===== src/rtl/sprite_path_pkg.sv =====
// Shared types and table field layout for the sprite path mover.
// Field offsets are functions of the coordinate widths so every user agrees on one layout.
package sprite_path_pkg;

  localparam logic [1:0] DirDownRight = 2'd0;  // x+1, y+1
  localparam logic [1:0] DirDownLeft  = 2'd1;  // x-1, y+1
  localparam logic [1:0] DirUpRight   = 2'd2;  // x+1, y-1
  localparam logic [1:0] DirUpLeft    = 2'd3;  // x-1, y-1

  typedef enum logic [2:0] {
    StInit,
    StIdle,
    StScan,
    StErase,
    StUpdate,
    StDraw
  } state_e;

  // Segment entry {valid, slope, c[xw:0], x_lo, x_hi}, LSB-aligned.
  function automatic int unsigned seg_w(input int unsigned xw);
    return 3 * xw + 3;
  endfunction

  function automatic int unsigned seg_lo_lsb(input int unsigned xw);
    return xw;
  endfunction

  function automatic int unsigned seg_c_lsb(input int unsigned xw);
    return 2 * xw;
  endfunction

  function automatic int unsigned seg_slope_bit(input int unsigned xw);
    return 3 * xw + 1;
  endfunction

  function automatic int unsigned seg_valid_bit(input int unsigned xw);
    return 3 * xw + 2;
  endfunction

  // Portal entry {valid, trig_x, trig_y, dst_x, dst_y}, LSB-aligned.
  function automatic int unsigned port_w(input int unsigned xw, input int unsigned yw);
    return 2 * (xw + yw) + 1;
  endfunction

  function automatic int unsigned port_dx_lsb(input int unsigned yw);
    return yw;
  endfunction

  function automatic int unsigned port_ty_lsb(input int unsigned xw, input int unsigned yw);
    return xw + yw;
  endfunction

  function automatic int unsigned port_tx_lsb(input int unsigned xw, input int unsigned yw);
    return xw + 2 * yw;
  endfunction

  function automatic int unsigned port_valid_bit(input int unsigned xw, input int unsigned yw);
    return 2 * (xw + yw);
  endfunction

endpackage


===== src/rtl/sprite_move_tick.sv =====
// Free-running move-rate divider: pulses tick_o for one cycle every TICK_DIV clocks.
module sprite_move_tick #(
  parameter int unsigned TICK_DIV = 6250000
) (
  input  logic clk_i,
  input  logic rst_ni,
  output logic tick_o
);

  localparam int unsigned CntW = (TICK_DIV > 1) ? $clog2(TICK_DIV) : 1;

  logic [CntW-1:0] cnt_q, cnt_d;

  assign tick_o = (cnt_q == CntW'(TICK_DIV - 1));

  always_comb begin
    cnt_d = cnt_q + 1'b1;
    if (tick_o) begin
      cnt_d = '0;
    end
  end

  always_ff @(posedge clk_i or negedge rst_ni) begin
    if (!rst_ni) begin
      cnt_q <= '0;
    end else begin
      cnt_q <= cnt_d;
    end
  end

endmodule


===== src/rtl/sprite_path_mover.sv =====
// Diagonal sprite mover: validates each step against loadable walkway/portal tables,
// then sequences the drawer through erase-background and draw-character.
module sprite_path_mover
  import sprite_path_pkg::*;
#(
  parameter int unsigned X_W        = 9,
  parameter int unsigned Y_W        = 8,
  parameter int unsigned NUM_SEG    = 8,
  parameter int unsigned NUM_PORTAL = 2,
  parameter int unsigned TICK_DIV   = 6250000,
  parameter int unsigned START_X    = 95,
  parameter int unsigned START_Y    = 221,
  localparam int unsigned MaxN  = (NUM_SEG > NUM_PORTAL) ? NUM_SEG : NUM_PORTAL,
  localparam int unsigned AW    = (MaxN > 1) ? $clog2(MaxN) : 1,
  localparam int unsigned CFG_W = (seg_w(X_W) > port_w(X_W, Y_W)) ? seg_w(X_W)
                                                                   : port_w(X_W, Y_W)
) (
  input  logic             clock,
  input  logic             resetn,
  input  logic             move,
  input  logic [1:0]       dir,
  input  logic             doneBG,
  input  logic             doneChar,
  input  logic             cfg_we,
  input  logic             cfg_sel,
  input  logic [AW-1:0]    cfg_addr,
  input  logic [CFG_W-1:0] cfg_data,
  output logic [X_W-1:0]   xCoordinate,
  output logic [Y_W-1:0]   yCoordinate,
  output logic             drawBG,
  output logic             drawChar,
  output logic             busy,
  output logic             moveOk,
  output logic             moveBlocked,
  output logic             teleported
);

  localparam int unsigned SegW    = seg_w(X_W);
  localparam int unsigned PortW   = port_w(X_W, Y_W);
  localparam int unsigned SegLo   = seg_lo_lsb(X_W);
  localparam int unsigned SegC    = seg_c_lsb(X_W);
  localparam int unsigned SegSlp  = seg_slope_bit(X_W);
  localparam int unsigned SegVld  = seg_valid_bit(X_W);
  localparam int unsigned PortDx  = port_dx_lsb(Y_W);
  localparam int unsigned PortTy  = port_ty_lsb(X_W, Y_W);
  localparam int unsigned PortTx  = port_tx_lsb(X_W, Y_W);
  localparam int unsigned PortVld = port_valid_bit(X_W, Y_W);
  localparam int unsigned NScan   = NUM_PORTAL + NUM_SEG;
  localparam int unsigned IW      = (NScan > 1) ? $clog2(NScan) : 1;
  localparam int unsigned SW      = X_W + 2;

  state_e         state_q, state_d;
  logic [X_W-1:0] x_q, x_d, nx_q, nx_d, dst_x_q, dst_x_d;
  logic [Y_W-1:0] y_q, y_d, ny_q, ny_d, dst_y_q, dst_y_d;
  logic           tele_q, tele_d;
  logic           blocked_q, blocked_d;
  logic [IW-1:0]  idx_q, idx_d;

  logic [SegW-1:0]  seg_q  [NUM_SEG];
  logic [PortW-1:0] port_q [NUM_PORTAL];

  logic tick;

  sprite_move_tick #(
    .TICK_DIV(TICK_DIV)
  ) u_tick (
    .clk_i (clock),
    .rst_ni(resetn),
    .tick_o(tick)
  );

  assign busy        = (state_q != StIdle);
  assign drawBG      = (state_q == StErase);
  assign drawChar    = (state_q == StDraw);
  assign moveOk      = (state_q == StUpdate);
  assign teleported  = moveOk & tele_q;
  assign moveBlocked = blocked_q;
  assign xCoordinate = x_q;
  assign yCoordinate = y_q;

  always_ff @(posedge clock or negedge resetn) begin
    if (!resetn) begin
      for (int i = 0; i < NUM_SEG; i++) seg_q[i] <= '0;
      for (int i = 0; i < NUM_PORTAL; i++) port_q[i] <= '0;
    end else if (cfg_we && !busy) begin
      for (int i = 0; i < NUM_SEG; i++) begin
        if (!cfg_sel && cfg_addr == AW'(i)) seg_q[i] <= cfg_data[SegW-1:0];
      end
      for (int i = 0; i < NUM_PORTAL; i++) begin
        if (cfg_sel && cfg_addr == AW'(i)) port_q[i] <= cfg_data[PortW-1:0];
      end
    end
  end

  // Candidate carries one extra bit so wrap below 0 or past 2^W-1 shows up in the MSB.
  logic [X_W:0] cand_x;
  logic [Y_W:0] cand_y;
  logic         cand_off;

  always_comb begin
    cand_x = {1'b0, x_q} + 1'b1;
    cand_y = {1'b0, y_q} + 1'b1;
    unique case (dir)
      DirDownRight: begin
        cand_x = {1'b0, x_q} + 1'b1;
        cand_y = {1'b0, y_q} + 1'b1;
      end
      DirDownLeft: begin
        cand_x = {1'b0, x_q} - 1'b1;
        cand_y = {1'b0, y_q} + 1'b1;
      end
      DirUpRight: begin
        cand_x = {1'b0, x_q} + 1'b1;
        cand_y = {1'b0, y_q} - 1'b1;
      end
      DirUpLeft: begin
        cand_x = {1'b0, x_q} - 1'b1;
        cand_y = {1'b0, y_q} - 1'b1;
      end
      default: ;
    endcase
    cand_off = cand_x[X_W] | cand_y[Y_W] | (cand_x == '0) | (cand_y == '0);
  end

  // Scan index walks portals first, then segments.
  logic [PortW-1:0]     cur_port;
  logic [SegW-1:0]      cur_seg;
  logic                 in_portals, port_hit, seg_hit;
  logic signed [SW-1:0] nx_s, ny_s, c_s, line_y;

  always_comb begin
    cur_port = '0;
    cur_seg  = '0;
    for (int i = 0; i < NUM_PORTAL; i++) begin
      if (idx_q == IW'(i)) cur_port = port_q[i];
    end
    for (int i = 0; i < NUM_SEG; i++) begin
      if (idx_q == IW'(NUM_PORTAL + i)) cur_seg = seg_q[i];
    end
    in_portals = (idx_q < IW'(NUM_PORTAL));

    port_hit = cur_port[PortVld] && (cur_port[PortTx +: X_W] == nx_q)
               && (cur_port[PortTy +: Y_W] == ny_q);

    nx_s   = SW'(nx_q);
    ny_s   = SW'(ny_q);
    c_s    = SW'(cur_seg[SegC +: X_W + 1]);
    line_y = cur_seg[SegSlp] ? (nx_s - c_s) : (c_s - nx_s);
    seg_hit = cur_seg[SegVld] && (ny_s == line_y)
              && (cur_seg[SegLo +: X_W] <= nx_q) && (nx_q <= cur_seg[X_W-1:0]);
  end

  always_comb begin
    state_d   = state_q;
    x_d       = x_q;
    y_d       = y_q;
    nx_d      = nx_q;
    ny_d      = ny_q;
    dst_x_d   = dst_x_q;
    dst_y_d   = dst_y_q;
    tele_d    = tele_q;
    idx_d     = idx_q;
    blocked_d = 1'b0;
    unique case (state_q)
      StInit: state_d = StDraw;
      StIdle: begin
        if (move && tick) begin
          nx_d   = cand_x[X_W-1:0];
          ny_d   = cand_y[Y_W-1:0];
          tele_d = 1'b0;
          idx_d  = '0;
          if (cand_off) begin
            blocked_d = 1'b1;
          end else begin
            state_d = StScan;
          end
        end
      end
      StScan: begin
        if (in_portals && port_hit) begin
          tele_d  = 1'b1;
          dst_x_d = cur_port[PortDx +: X_W];
          dst_y_d = cur_port[Y_W-1:0];
          state_d = StErase;
        end else if (!in_portals && seg_hit) begin
          state_d = StErase;
        end else if (idx_q == IW'(NScan - 1)) begin
          blocked_d = 1'b1;
          state_d   = StIdle;
        end else begin
          idx_d = idx_q + 1'b1;
        end
      end
      StErase: begin
        if (doneBG) state_d = StUpdate;
      end
      StUpdate: begin
        x_d     = tele_q ? dst_x_q : nx_q;
        y_d     = tele_q ? dst_y_q : ny_q;
        state_d = StDraw;
      end
      StDraw: begin
        if (doneChar) state_d = StIdle;
      end
      default: state_d = StInit;
    endcase
  end

  always_ff @(posedge clock or negedge resetn) begin
    if (!resetn) begin
      state_q   <= StInit;
      x_q       <= X_W'(START_X);
      y_q       <= Y_W'(START_Y);
      nx_q      <= '0;
      ny_q      <= '0;
      dst_x_q   <= '0;
      dst_y_q   <= '0;
      tele_q    <= 1'b0;
      blocked_q <= 1'b0;
      idx_q     <= '0;
    end else begin
      state_q   <= state_d;
      x_q       <= x_d;
      y_q       <= y_d;
      nx_q      <= nx_d;
      ny_q      <= ny_d;
      dst_x_q   <= dst_x_d;
      dst_y_q   <= dst_y_d;
      tele_q    <= tele_d;
      blocked_q <= blocked_d;
      idx_q     <= idx_d;
    end
  end

endmodule


===== config.mk =====
export PLATFORM = sky130hd
export DESIGN_NAME = sprite_path_mover
export DESIGN_NICKNAME = d
export VERILOG_FILES = /design/src/rtl/sprite_path_pkg.sv /design/src/rtl/sprite_move_tick.sv /design/src/rtl/sprite_path_mover.sv
export SDC_FILE = /design/constraint.sdc
export NUM_CORES = 1
export LEC_CHECK = 0
export ABC_AREA = 0
export CORE_ASPECT_RATIO = 0.7
export CORE_MARGIN = 4
export CORE_UTILIZATION = 25
export DETAILED_ROUTE_END_ITERATION = 12
export MAX_ROUTING_LAYER = met4
export PLACE_DENSITY = 0.4
export REMOVE_ABC_BUFFERS = 1
export SYNTH_ARGS = -nofsm -noshare
export SYNTH_HDL_FRONTEND = slang
export SYNTH_SLANG_ARGS = --single-unit

===== constraint.sdc =====
create_clock -name clock -period 5.2 [get_ports clock]
set_clock_uncertainty 0.2 [all_clocks]
set_input_delay 1.56 -clock clock [delete_from_list [all_inputs] [get_ports clock]]
set_output_delay 1.56 -clock clock [all_outputs]
set_load 0.02 [all_outputs]

# [Word level (Yosys, flattened, before mapping)]
# Index checks and enable logic that the tools add are counted.
[word_totals] out_inout_bits=23 register_bits=393
[classes] n_bitwise=4 reduce_logical=49 n_lt_le_gt_ge=3 mux=38 addsub=8 eq_ne=38
[ops] op="$mux W30" count=8
[ops] op="$mux W35" count=2
[ops] op="$reduce_and A2 Y1" count=12
[ops] op="$add A23 B1 Y23 const B" count=1
[ops] op="$eq A23 B23 Y1 const B" count=1
[ops] op="$mux W23" count=1
[ops] op="$mux W3" count=7
[ops] op="$pmux W10 S2" count=1
[ops] op="$logic_and A1 B1 Y1" count=19
[ops] op="$eq A3 B3 Y1 const B" count=6
[ops] op="$le A9 B9 Y1" count=2
[ops] op="$pmux W9 S2" count=1
[ops] op="$eq A4 B3 Y1 const B" count=4
[ops] op="$mux W4" count=4
[ops] op="$ne A2 B2 Y1 const B" count=8
[ops] op="$pmux W3 S5" count=1
[ops] op="$eq A3 B2 Y1 const B" count=4
[ops] op="$eq A9 B11 Y1" count=1
[ops] op="$mux W11" count=1
[ops] op="$sub A10 B9 Y11" count=1
[ops] op="$sub A9 B10 Y11" count=1
[ops] op="$add A9 B1 Y10 const B" count=1
[ops] op="$logic_not A10 Y1" count=1
[ops] op="$reduce_and A5 Y1" count=2
[ops] op="other kinds (30)" count=50

# [Depth between registers and ports, before layout]
# Gate-level depths: netlist of the first run.
[depth] depth_word=19 mapped_depth=28

# [Modules after synthesis]
# A second synthesis of the first run with hierarchy kept.
[unflattened] hier_cells=1822 area_unflattened_um2=20238.2
[modules_own_cells] module="sprite_path_mover" seq_area_each_um2=9273.9 area_per_inst_um2=19097.1 n_inst=1 cells_each=1707
[modules_own_cells] module="sprite_move_tick" seq_area_each_um2=575.6 area_per_inst_um2=1141.1 n_inst=1 cells_each=115

# [Least setup slack after synthesis of the first run]
# Ideal clock, no wire load.
[synth_timing] path_type="register -> register" startpoint="reg idx_q[1]" endpoint="reg idx_q[2]" setup_slack_ps=-225 path_buffers=5 t_required_ps=4921 setup_ps=79 arrival_ps=5145 stages_incl_launch_ff=29 path_cell_list="dfrtp_1 inv_1 ha_1 clkbuf_1 clkbuf_1 buf_1 nand2_1 clkbuf_1 nand2_1 o211ai_1 nand3_1 o21ai_0 nand3_1 o21ai_0 inv_1 ha_1 inv_1 fa_1 a21o_1 a21oi_1 nor2_1 o22ai_1 nand3b_1 a2111oi_0 o2111ai_1 or4_1 buf_2 nand3_1 mux2i_1"
[synth_via] elab_chain_len=18 word_cells_on_any_way=46 cone_classes="add/sub (3); order compare (3); eq/ne (15); mux (15); reduce/logical (10)"
[synth_lines] item="from (decl)" line_no="sprite_path_mover.sv:57" text="logic [IW-1:0] idx_q, idx_d;"
[synth_lines] item="from (signal assigned)" line_no="sprite_path_mover.sv:231" text="idx_q <= idx_d;"
[synth_lines] item="$eq A4 B2 Y1" line_no="sprite_path_mover.sv:138" text="if (idx_q == IW'(NUM_PORTAL + i)) cur_seg = seg_q[i];"
[synth_lines] item="$mux W30 (8 in series)" line_no="sprite_path_mover.sv:138"
[synth_lines] item="$sub A10 B9 Y11 or $sub A9 B10 Y11 (tied branches)" line_no="sprite_path_mover.sv:148" text="line_y = cur_seg[SegSlp] ? (nx_s - c_s) : (c_s - nx_s);"
[synth_lines] item="$mux W11" line_no="sprite_path_mover.sv:148"
[synth_lines] item="$eq A9 B11 Y1" line_no="sprite_path_mover.sv:149" text="seg_hit = cur_seg[SegVld] && (ny_s == line_y)"
[synth_lines] item="$logic_and A1 B1 Y1" line_no="sprite_path_mover.sv:149"
[synth_lines] item="$logic_and A1 B1 Y1 (2 in series)" line_no="sprite_path_mover.sv:150" text="&& (cur_seg[SegLo +: X_W] <= nx_q) && (nx_q <= cur_seg[X_W-1:0]);"
[synth_lines] item="$logic_and A1 B1 Y1" line_no="sprite_path_mover.sv:185" text="end else if (!in_portals && seg_hit) begin"
[synth_lines] item="$ne A2 B2 Y1 (no source line)"
[synth_lines] item="$reduce_and A5 Y1 (no source line)"
# Parallel ways exist; a longest one is shown, timed or not. The select of a mux whose other input is x is not followed.
# A chain may end at the register's enable or synchronous reset.

# [Worst setup path in the final report of the first run]
# Ends and elaborated chain as after synthesis.

==> results of run 1 <==
-- cell usage after synthesis (all sizes together), types with 24 or more instances --
| library cell | n | area share |
|---|---|---|
| nand3 | 49 | 0.012 |
| nor2 | 86 | 0.016 |
| o211ai | 30 | 0.011 |
| a22oi | 24 | 0.0091 |
| xnor2 | 25 | 0.011 |
| a222oi | 27 | 0.014 |
| ha | 62 | 0.039 |
| xor2 | 27 | 0.012 |
| o21ai | 65 | 0.016 |
| mux2 | 328 | 0.19 |
| buf | 45 | 0.0097 |
| nand2 | 120 | 0.023 |
| clkbuf | 84 | 0.016 |
| inv | 43 | 0.0081 |
| mux2i | 27 | 0.014 |
| a21oi | 86 | 0.022 |
| dfrtp | 381 | 0.48 |
-- layout make-up --
class,instances,area share
multi-input combinational,1175,0.398
clock inverter,10,0.00536
clock buffer,67,0.0550
timing repair buffer,165,0.0654
inverter,43,0.00678
sequential,393,0.414
tap,1056,0.0555
-- placed cells by master (no fill, tap or decap), types with 8 or more instances in the layout --
cell type	n
sky130_fd_sc_hd__a21o_1	8
sky130_fd_sc_hd__a21oi_1	84
sky130_fd_sc_hd__a221oi_1	10
sky130_fd_sc_hd__a222oi_1	27
sky130_fd_sc_hd__a22o_1	21
sky130_fd_sc_hd__a22oi_1	24
sky130_fd_sc_hd__and3_1	10
sky130_fd_sc_hd__buf_12	11
sky130_fd_sc_hd__buf_4	84
sky130_fd_sc_hd__clkbuf_1	12
sky130_fd_sc_hd__clkbuf_16	45
sky130_fd_sc_hd__clkbuf_8	10
sky130_fd_sc_hd__clkdlybuf4s50_1	68
sky130_fd_sc_hd__dfrtp_1	381
sky130_fd_sc_hd__dfstp_2	12
sky130_fd_sc_hd__ha_1	58
sky130_fd_sc_hd__inv_1	41
sky130_fd_sc_hd__mux2_2	328
sky130_fd_sc_hd__mux2i_1	27
sky130_fd_sc_hd__nand2_1	117
sky130_fd_sc_hd__nand3_1	46
sky130_fd_sc_hd__nand3b_1	8
sky130_fd_sc_hd__nand4_1	13
sky130_fd_sc_hd__nor2_1	82
sky130_fd_sc_hd__nor3_1	13
sky130_fd_sc_hd__o211ai_1	30
sky130_fd_sc_hd__o21a_1	9
sky130_fd_sc_hd__o21ai_0	57
sky130_fd_sc_hd__or3_1	8
sky130_fd_sc_hd__xnor2_1	25
sky130_fd_sc_hd__xor2_1	27
-- state kept, by name, summed over array words and instances (netlist names) --
register	cells
xCoordinate	9
state_q	3
seg_q	240
idx_q	4
dst_y_q	8
tele_q	1
moveBlocked	1
yCoordinate	8
dst_x_q	9
nx_q	9
u_tick.cnt_q	23
port_q	70
ny_q	8
-- path summary, 6_finish.rpt --
| check | from | end | slack (ns) |
|---|---|---|---|
| max | idx_q[1]$_DFFE_PN0P_ | idx_q[2]$_DFFE_PN0P_ | 0.25 |
| min | u_tick.cnt_q[0]$_DFF_PN0_ | u_tick.cnt_q[0]$_DFF_PN0_ | 0.29 |
| max reg2reg | idx_q[1]$_DFFE_PN0P_ | idx_q[2]$_DFFE_PN0P_ | 0.25 |
| min reg2reg | u_tick.cnt_q[0]$_DFF_PN0_ | u_tick.cnt_q[0]$_DFF_PN0_ | 0.29 |
| max in group asynchronous | resetn | seg_q[175]$_DFFE_PN0P_ | 2.94 |
| min in group asynchronous | resetn | seg_q[124]$_DFFE_PN0P_ | 0.78 |
-- stage by stage --
step	power, mW	util	setup WS, ns	TNS (ns)
2_1_floorplan	4.42	-	-0.893	-6.03
3_3_place_gp	4.71	0.283	0.0333	0
3_5_place_dp	4.75	0.283	-0.117	-0.496
4_1_cts	7.96	0.301	0.0324	0
5_1_grt	8.23	0.303	-0.0414	-0.126
6_report	7.86	0.303	0.246	0
-- metal layers --
layer | share of wire | wire length (µm) | up-vias
li1 | - | - | 6475
met3 | 0.033 | 2240 | 65
met4 | 0.014 | 969 | 0
met5 | 0 | 0 | -
met1 | 0.52 | 35100 | 7366
met2 | 0.43 | 28700 | 231
-- kinds of logic (layout without fill, tap and decap cells) --
| family | after synthesis | count (layout) |
|---|---|---|
| fa+ha+maj | 66 | 66 |
| compound gates | 331 | 331 |
| buf+inv | 172 | 285 |
| simple gates | 371 | 371 |
| xor+xnor | 52 | 52 |
| flops | 393 | 393 |
| mux | 355 | 355 |
-- power by group --
| group | switching, mW | internal (mW) |
|---|---|---|
| Combinational | 0.287 | 0.470 |
| Clock | 1.29 | 1.88 |
| Sequential | 0.302 | 3.63 |
-- what timing repair did --
item | in CTS | in global routing
buffers inserted | 0 | 4
gates resized for setup | 2 | 34
pin swaps | 0 | 16
setup endpoints to repair | 7 | 7
-- critical path, delay by kind of cell, from the launching register on --
| family | cells | cell delay [ns] |
|---|---|---|
| AND/OR/NAND/NOR | 8 | 1.43 |
| multiplexers | 1 | 0.18 |
| AO/OA/AOI/OAI | 7 | 1.43 |
| adder cells (fa/ha/maj) | 2 | 0.49 |
| buffers and inverters | 5 | 0.70 |
| flip-flops | 1 | 0.42 |
==> impl_results.md, run 1 <==
- Die X: 345 µm
- Top FF cell, synth: sky130_fd_sc_hd__dfrtp_1
- Setup violators final: 0
- Largest family of logic cells by synthesized area: multiplexers
- Routing usage on met1: 0.247
- Post-CTS clock slew at the launch and capture registers of the worst setup and hold paths: 0.06 ns
- CTS Buf Count: 44
- Gr busiest metal: met1
- Pins over their slew limit: 0
- Floorplan die height: 244 µm
- Netlist area before placement: 0.0198 mm²
- Post-synthesis instance total: 1740
- Worst slew margin relative to its limit: 0.301
- Core footprint: 0.0787 mm²
- Leak pwr: 10.4 nW
- Ratio of cells with drive above 1 in the final layout: 0.294
- Met2 track demand over resource in global routing: 0.235
- Post-synthesis cell type count: 69
- Pin count of the biggest net entering global routing: 92
- Hold Path Stages: 1
- Critical Setup Path Class: reg2reg
- Area growth, synth to finish: 20.0%
- Run status: finished, final reports clean
- Proportion of register bits with asynchronous set or reset after synthesis: 1.00
- Antenna cells: 0
- Required time reported for the critical path endpoint: 5.48 ns
- Worst hold-check path type: reg2reg
- Clock tree from TritonCTS: yes
- Nature of the critical path endpoint: flip-flop
- Mean instance size in the synthesized netlist: 11.4 µm²
- Synth Area in Adders: 0.0431
- Max FO, Critical Path: 16
- Worst skew pair latency: 0.58 ns
- Minimum clock period after layout: 4.95 ns
- DRC viols: 0
- Final period utilization: 0.953
- Design area: 0.0238 mm²
- Die Footprint: 0.0840 mm²
- Global-route wire length before repair: 100000 µm
- Achievable clock frequency: 202 MHz
- Clock sinks: 393
- Peak supply drop: 0.171 mV
- Portion of netlist area occupied by mux cells: 0.200
- Routed wire length: 67000 µm
- Non-filler cells, final: 2909
- Area of the multi-input gates: 0.00949 mm²
- Ordered list of cells on the worst path: buf_4, ha_1, nor4b_4, buf_4, buf_12, a222oi_1, nand2_1, o211ai_1, nand3_1, o21ai_0, nand3_1, o21ai_1, buf_4, inv_1, ha_1, nand4_1, o21ai_1, nand3b_1, a2111oi_4, o2111ai_1, or4_4, nand3_2, mux2i_1
- Fraction of the mapped netlist area in compound gates: 0.113
- Port bufs: 69
- Root Driver: sky130_fd_sc_hd__clkbuf_16
- Post-route ant nets: 0
- Instance count after placement with tap cells included: 2829
- Largest stage delay, worst path: 0.61 ns
- Yosys warning total: 0
- Share of synthesized cell area in and, or, nand and nor gates: 0.0910
- Flops & latches, synth: 393
- Vias in the first global route: 14.5k
- Number of search-and-repair iterations in the first detailed-routing pass: 7
- Sequential-to-total area share from yosys stat: 0.496
- Slew at the pin with the worst max-slew slack: 1.04 ns
- Met3 routing resource usage after global routing: 0.0191
- EDFF count, synth: 0
- Arrival time at the worst endpoint: 5.24 ns
- Initial drt markers: 1080
- Core Rows: 86
- Max capacitance violation total: 0
- Final hold violation count: 0
- Area after DPL: 0.0222 mm²
- Hold Buf Count CTS: 0
- H-tree levels: 2
- Nets@finish: 1935
- Detailed placement HPWL: 45800 µm
- Fill cells: 8011
- Worst-path cell with the longest stage delay: sky130_fd_sc_hd__or4_4
- Cell count of the worst reg-to-reg path: 23
- Initial antenna violation count: 2
- Power Dens Cells: 330 mW/mm²
- Starting density of the core: 0.252
- Area taken by flip-flops and latches: 0.00985 mm²
- Startpoint types: flip-flop
- Global routing usage summed across all routing layers: 0.163
- Final estimated routing congestion in global placement: 0.815
- Vias per inst: 4.86
- Most numerous cell on the critical path: sky130_fd_sc_hd__buf_4
- Detailed-route wire length per cell: 23.0 µm
- Total number of vias: 14.1k
- Hold slack final: 0.293 ns
- Total grt overflow: 0
- Maximum buffer depth of the clock tree: 3
- Number of placed I/O pins: 70
- Synth Area in XOR/XNOR: 0.0230
Power figures use the tool's default switching activity.
==> run 2, diff against run 1 <==
- CTS_CLUSTER_SIZE: not set -> 25
==> results of run 2 <==
No change in the layout: final DEF, timing and power equal those of run 1.
